$ cat src/rtl/traceback_column_writer_pkg.sv
// Shared widths, stop code and FSM states for the traceback column writer.
package traceback_column_writer_pkg;

  localparam int unsigned N_DEFAULT               = 16;
  localparam int unsigned DIRECTION_WIDTH_DEFAULT = 4;
  localparam int unsigned POSITION_WIDTH_DEFAULT  = 16;
  localparam int unsigned ADDR_WIDTH_DEFAULT      = 12;

  // Direction code meaning stop / invalid cell; used for masked rows.
  localparam int unsigned DIR_STOP = 0;

  typedef enum logic [1:0] {
    ST_IDLE  = 2'd0,
    ST_RUN   = 2'd1,
    ST_DRAIN = 2'd2
  } state_t;

endpackage

$ cat src/rtl/traceback_column_writer_deskew_line.sv
// DEPTH-stage shift register with enable; DEPTH = 0 degenerates to a wire.
module traceback_deskew_line
  import traceback_column_writer_pkg::*;
#(
  parameter int unsigned DEPTH = 1,
  parameter int unsigned WIDTH = DIRECTION_WIDTH_DEFAULT
) (
  input  logic             clk,
  input  logic             rst_n,
  input  logic             en,
  input  logic [WIDTH-1:0] din,
  output logic [WIDTH-1:0] dout
);

  if (DEPTH == 0) begin : g_wire
    logic unused_ctrl;
    assign unused_ctrl = ^{clk, rst_n, en};
    assign dout        = din;
  end else begin : g_shift
    logic [WIDTH-1:0] stage_q [DEPTH];

    // Shift one stage per accepted array step; stall holds contents.
    always_ff @(posedge clk or negedge rst_n) begin
      if (!rst_n) begin
        for (int i = 0; i < DEPTH; i++) stage_q[i] <= '0;
      end else if (en) begin
        stage_q[0] <= din;
        for (int i = 1; i < DEPTH; i++) stage_q[i] <= stage_q[i-1];
      end
    end

    assign dout = stage_q[DEPTH-1];
  end

endmodule

$ cat src/rtl/traceback_column_writer.sv
// Deskews systolic-array direction lanes into column words and writes them
// to the traceback memory, one word per reference position.
module traceback_column_writer
  import traceback_column_writer_pkg::*;
#(
  parameter int unsigned N               = N_DEFAULT,
  parameter int unsigned DIRECTION_WIDTH = DIRECTION_WIDTH_DEFAULT,
  parameter int unsigned POSITION_WIDTH  = POSITION_WIDTH_DEFAULT,
  parameter int unsigned ADDR_WIDTH      = ADDR_WIDTH_DEFAULT
) (
  input  logic                         clk,
  input  logic                         rst_n,
  input  logic                         start,
  input  logic [POSITION_WIDTH-1:0]    ref_length,
  input  logic [$clog2(N):0]           query_rows,
  input  logic [ADDR_WIDTH-1:0]        base_addr,
  input  logic                         array_valid,
  output logic                         array_ready,
  input  logic [N*DIRECTION_WIDTH-1:0] pe_dir_in,
  output logic                         mem_wr_valid,
  input  logic                         mem_wr_ready,
  output logic [ADDR_WIDTH-1:0]        mem_wr_addr,
  output logic [N*DIRECTION_WIDTH-1:0] mem_wr_data,
  output logic                         busy,
  output logic                         done
);

  localparam int unsigned LOG_N = $clog2(N);
  localparam int unsigned QW    = LOG_N + 1;
  localparam int unsigned SW    = POSITION_WIDTH + 1;
  localparam int unsigned WW    = N * DIRECTION_WIDTH;

  state_t                  state_q, state_d;
  logic [SW-1:0]           s_q, s_d;
  logic [SW-1:0]           total_q, total_d;
  logic [ADDR_WIDTH-1:0]   base_q, base_d;
  logic [QW-1:0]           rows_q, rows_d;
  logic                    valid_d, done_d, busy_d;
  logic [ADDR_WIDTH-1:0]   addr_d;
  logic [WW-1:0]           data_d;
  logic [WW-1:0]           col_word;
  logic [DIRECTION_WIDTH-1:0] lane_out [N];
  logic                    advance, accept, complete, load;

  // Zero and oversize row counts both mean a full column.
  function automatic logic [QW-1:0] clamp_rows(input logic [QW-1:0] q);
    logic [QW-1:0] r;
    r = q;
    if (q == '0 || q > QW'(N)) r = QW'(N);
    return r;
  endfunction

  assign array_ready = (state_q == ST_RUN) && (!mem_wr_valid || mem_wr_ready);
  assign advance     = array_valid && array_ready;
  assign accept      = mem_wr_valid && mem_wr_ready;
  assign complete    = (s_q >= SW'(N - 1));
  assign load        = advance && complete;

  // Lane r lags lane r-1 by one step, so it needs N-1-r stages to line up.
  for (genvar r = 0; r < N; r++) begin : g_lane
    traceback_deskew_line #(
      .DEPTH (N - 1 - r),
      .WIDTH (DIRECTION_WIDTH)
    ) u_line (
      .clk   (clk),
      .rst_n (rst_n),
      .en    (advance),
      .din   (pe_dir_in[r*DIRECTION_WIDTH +: DIRECTION_WIDTH]),
      .dout  (lane_out[r])
    );
  end

  // Pack the aligned lanes row 0 first (MSBs), blanking rows beyond the query.
  always_comb begin
    col_word = '0;
    for (int unsigned r = 0; r < N; r++) begin
      col_word[(N-1-r)*DIRECTION_WIDTH +: DIRECTION_WIDTH] =
        (r < 32'(rows_q)) ? lane_out[r] : DIRECTION_WIDTH'(DIR_STOP);
    end
  end

  // Next-state, counters and output-register next values.
  always_comb begin
    state_d = state_q;
    s_d     = s_q;
    total_d = total_q;
    base_d  = base_q;
    rows_d  = rows_q;
    valid_d = mem_wr_valid;
    addr_d  = mem_wr_addr;
    data_d  = mem_wr_data;
    done_d  = 1'b0;

    if (load) begin
      valid_d = 1'b1;
      addr_d  = base_q + ADDR_WIDTH'(s_q - SW'(N - 1));
      data_d  = col_word;
    end else if (accept) begin
      valid_d = 1'b0;
    end

    case (state_q)
      ST_IDLE: begin
        if (start) begin
          total_d = SW'((ref_length == '0) ? POSITION_WIDTH'(1) : ref_length) + SW'(N - 1);
          base_d  = base_addr;
          rows_d  = clamp_rows(query_rows);
          s_d     = '0;
          state_d = ST_RUN;
        end
      end
      ST_RUN: begin
        if (advance) begin
          s_d = s_q + SW'(1);
          if (s_q + SW'(1) == total_q) state_d = ST_DRAIN;
        end
      end
      ST_DRAIN: begin
        if (accept) begin
          done_d  = 1'b1;
          state_d = ST_IDLE;
        end
      end
      default: state_d = ST_IDLE;
    endcase

    busy_d = (state_d != ST_IDLE);
  end

  // State, counters, latched block parameters and the write register.
  always_ff @(posedge clk or negedge rst_n) begin
    if (!rst_n) begin
      state_q      <= ST_IDLE;
      s_q          <= '0;
      total_q      <= '0;
      base_q       <= '0;
      rows_q       <= '0;
      mem_wr_valid <= 1'b0;
      mem_wr_addr  <= '0;
      mem_wr_data  <= '0;
      busy         <= 1'b0;
      done         <= 1'b0;
    end else begin
      state_q      <= state_d;
      s_q          <= s_d;
      total_q      <= total_d;
      base_q       <= base_d;
      rows_q       <= rows_d;
      mem_wr_valid <= valid_d;
      mem_wr_addr  <= addr_d;
      mem_wr_data  <= data_d;
      busy         <= busy_d;
      done         <= done_d;
    end
  end

endmodule

$ cat config.mk
export PLATFORM = sky130hd
export DESIGN_NAME = traceback_column_writer
export DESIGN_NICKNAME = d
export VERILOG_FILES = /design/src/rtl/traceback_column_writer_pkg.sv /design/src/rtl/traceback_column_writer_deskew_line.sv /design/src/rtl/traceback_column_writer.sv
export SDC_FILE = /design/constraint.sdc
export NUM_CORES = 1
export LEC_CHECK = 0
export BUFFER_PORTS_ARGS = -buffer_cell sky130_fd_sc_hd__buf_4
export CAP_MARGIN = 20
export CORE_UTILIZATION = 39
export CTS_CLUSTER_SIZE = 8
export DETAILED_ROUTE_END_ITERATION = 16
export GPL_ROUTABILITY_DRIVEN = 0
export MAX_ROUTING_LAYER = met4
export PLACE_DENSITY = 0.65
export SLEW_MARGIN = 15
export SYNTH_ARGS = -nofsm -noshare
export SYNTH_HDL_FRONTEND = slang
export SYNTH_SLANG_ARGS = --single-unit
$ cat constraint.sdc
create_clock -name clk -period 4.8 [get_ports clk]
set_input_delay 0.96 -clock clk [delete_from_list [all_inputs] [get_ports clk]]
set_output_delay 0.96 -clock clk [all_outputs]
set_load 0.005 [all_outputs]
==> run metrics <==
maximum clock frequency 354 MHz; detailed-router iteration count before antenna repair 5; Worst Path Arrival 3.30 ns; Overall Power 18400 uW; post-synthesis register bit count 612; DRC violations left 0; Nets 3104; CTS Hold Bufs 0; clk buf depth 3; gr usage total 17.3%; status finished clean; Reg power frac 46.6%; CTS tree built; Area Growth Syn to Fin 17.6%; Max VDD drop 0.308 mV; R2R cell count 9; NetSw 6030 uW; compound-gate portion of the synthesized area 4.64%; mux contribution to synthesized area 0.0803%; post-CTS setup buffers 0; Final Skew 0.0276 ns; Relative slew margins 28.9%; Synth Flop Type dfrtp_1; # fillers 6107; core outline area 63100 um^2; final setup fails 0; reg2reg start s_q[1]; initial antenna violation count 1; total clock sinks 612; Post-DP Area 27000 um^2; cell count after synthesis 2842; Setup TNS 0 ns; share of total power in the clock network 29.4%; die width 255 um; grt ovf 0; first-pass GRT wire length 89100 um; drt wl/cell 13.6 um; clk_lat worst skew 0.62 ns; die height 255 um; largest net degree at the start of global routing 217; switching share of power 32.8%; cell-internal power 12400 uW; Clock H-tree levels 3; Antenna Nets Post-Route 0; minimum clock period 2.83 ns; worst-path cell chain ha_1 > ha_1 > fa_1 > a21o_1 > a21oi_1 > o21ai_0 > a211oi_1 > o31a_1 > o211ai_1; max-slew violation count 0; routed vias 18100; biggest area consumer among synthesized cells dfrtp_1; Reg area 15300 um^2; Max-cap violations 0; initial DRC count 1349; area share of fa/ha/maj cells after synthesis 1.28%; Yosys cell types 68; CP Class reg -> reg; starting density of the core 39.5%; vias in the first global route 17500; CP Capture Type flip-flop; Min-Delay Path Class in -> async; total die area 65000 um^2; RSZ-0062 raised after global routing no; area of the multi-input gates 8850 um^2; async set or reset register ratio after synthesis 100%; Post-Syn Nets 2969; slowest CP cell dfrtp_1; total CTS buffers 87; Post-synth EDFFs 0; share of the synthesized area in the top cell type 61.4%; DP HPWL 31100 um; CP most frequent cell ha_1; Final Hold Fails 0; Gates resized, CTS repair 0; # port buffers 181; Syn Std Cell Area 24900 um^2; Post-Synth XOR/XNOR Area 1.33%; share of post-route cells with drive strength above 1 10.7%; Startpoint Class flip-flop; DRT Wirelength 52400 um; sequential area share after synthesis 61.4%; syn avg cell area 8.77 um^2; RR Endpoint mem_wr_addr[11]; CP max FO 7; largest family of logic cells by synthesized area simple AND/OR/NAND/NOR gates; worst slew pin tran 1.07 ns; Pwr Density 628 nW/um^2; simple-gate portion of the synthesized area 28.0%; Crit path required time 5.28 ns; Design Area, Final 29300 um^2; YS warnings 0; Synth area leaders dfrtp_1, nand2_1, o21ai_0; R2R setup slack 1.97 ns; combinational share of power 24.0%; site row count 92; critical path's largest stage delay 0.46 ns; CTS root buf clkbuf_16; Vias per Instance 4.71; Top Ports 182; leakage 0.0156 uW; Tcrit/Tclk final 58.9%; clk slew on worst S/H paths 0.05 ns
[cells by family after synthesis]
group,Yosys count
xor+xnor,37
flops,612
compound gates,196
simple gates,1779
fa+ha+maj,25
mux,2
buf+inv,191
[cell usage after synthesis (all sizes together), types with 6 or more instances]
library cell and count:
or4 6, nand4 11, xnor2 20, inv 38, or3 6, nor3 8, dfrtp 612, nor4 11
o21ai 126, clkbuf 117, and2 6, nor2 29, a21o 9, xor2 17, o31ai 6, o21a 6
nand2 1652, buf 36, nand3 14, ha 24, a21oi 18, nand2b 11
[per-stage QoR]
stage	hold slack, ns	utilization, %	setup WS [ns]	std cells
CTS	0.336	46.5	1.98	3835
global placement	0.444	42.8	1.83	3734
floorplan	0.439	-	2.29	2842
finish	0.334	46.5	1.97	3836
global route	0.376	46.5	1.78	3836
detailed placement	0.448	42.8	1.78	3734
[flip-flops by register name, indices dropped and copies added, names as in the netlist]
signal / flops
mem_wr_addr: 12
mem_wr_valid: 1
mem_wr_data: 64
total_q: 17
busy: 1
rows_q: 5
base_q: 12
s_q: 17
state_q: 2
done: 1
g_lane.u_line.g_shift.stage_q: 420
g_lane.u_line.dout: 60
[layout make-up]
class,count,share of cell area (%)
antenna,1,0.00853
clock buffer,97,7.88
clock inverter,4,0.115
inverter,38,0.486
multi-input combinational,2039,30.2
sequential,612,52.2
tap,846,3.61
timing repair buffer,199,5.50
[metal layers]
layer  GRT usage [%]  part of all wire [%]  vias up
met3            4.01                   5.7       83
met2            24.8                    44      315
met4            5.37                   2.0        0
met1            24.2                    48     8592
li1                -                     -     9072
met5               -                     0        -
[worst max path at each step]
| stage | start | end | slack [ns] | cells after the start |
|---|---|---|---|---|
| 2_1_floorplan | ref_length[13] | total_q[14] | 2.29 | 9 |
| 6_report | s_q[1] | mem_wr_addr[11] | 1.97 | 9 |
| 3_3_place_gp | mem_wr_ready | g_lane[3].u_line.g_shift.stage_q[45] | 1.83 | 7 |
| 4_1_cts | s_q[1] | mem_wr_addr[11] | 1.98 | 9 |
| 3_5_place_dp | mem_wr_ready | mem_wr_data[33] | 1.78 | 6 |
| 5_1_grt | s_q[0] | mem_wr_addr[11] | 1.78 | 11 |
[cells in the final DEF (no fill, tap or decap), types with 4 or more instances in the layout]
cell       instances
nand4_1            9
buf_4            189
a21oi_1           18
o21ai_0          125
or3_1              6
ha_1              24
nor2_1            27
a21o_1             9
inv_1             38
buf_12             9
nand2_1         1652
nor3b_1            5
or4_1              5
clkbuf_16         91
o211ai_1           5
dfrtp_1          612
o31ai_1            6
nor3_1             8
xor2_1            16
nand2b_1          11
clkbuf_1           5
o21a_1             6
xnor2_1           20
nor4_1             8
nand3b_1           4
and2_1             5
nand3_1           12
[power by group through the flow]
stage / combinational [uW] / clock, uW / sequential, uW
4_1_cts: 4520 / 5600 / 8590
3_5_place_dp: 4490 / 0 / 8640
6_report: 4420 / 5420 / 8580
3_3_place_gp: 4380 / 0 / 8600
2_1_floorplan: 3170 / 0 / 8230
5_1_grt: 5220 / 5800 / 8870
[worst max-delay path: cells and delay by family, from the launching register on]
| family | cells | cell delay (ns) |
|---|---|---|
| DFF | 1 | 0.46 |
| AOI/OAI and AO/OA | 6 | 1.25 |
| adders and majority gates | 3 | 0.99 |
No activity file was read; power rests on OpenSTA's default activity.
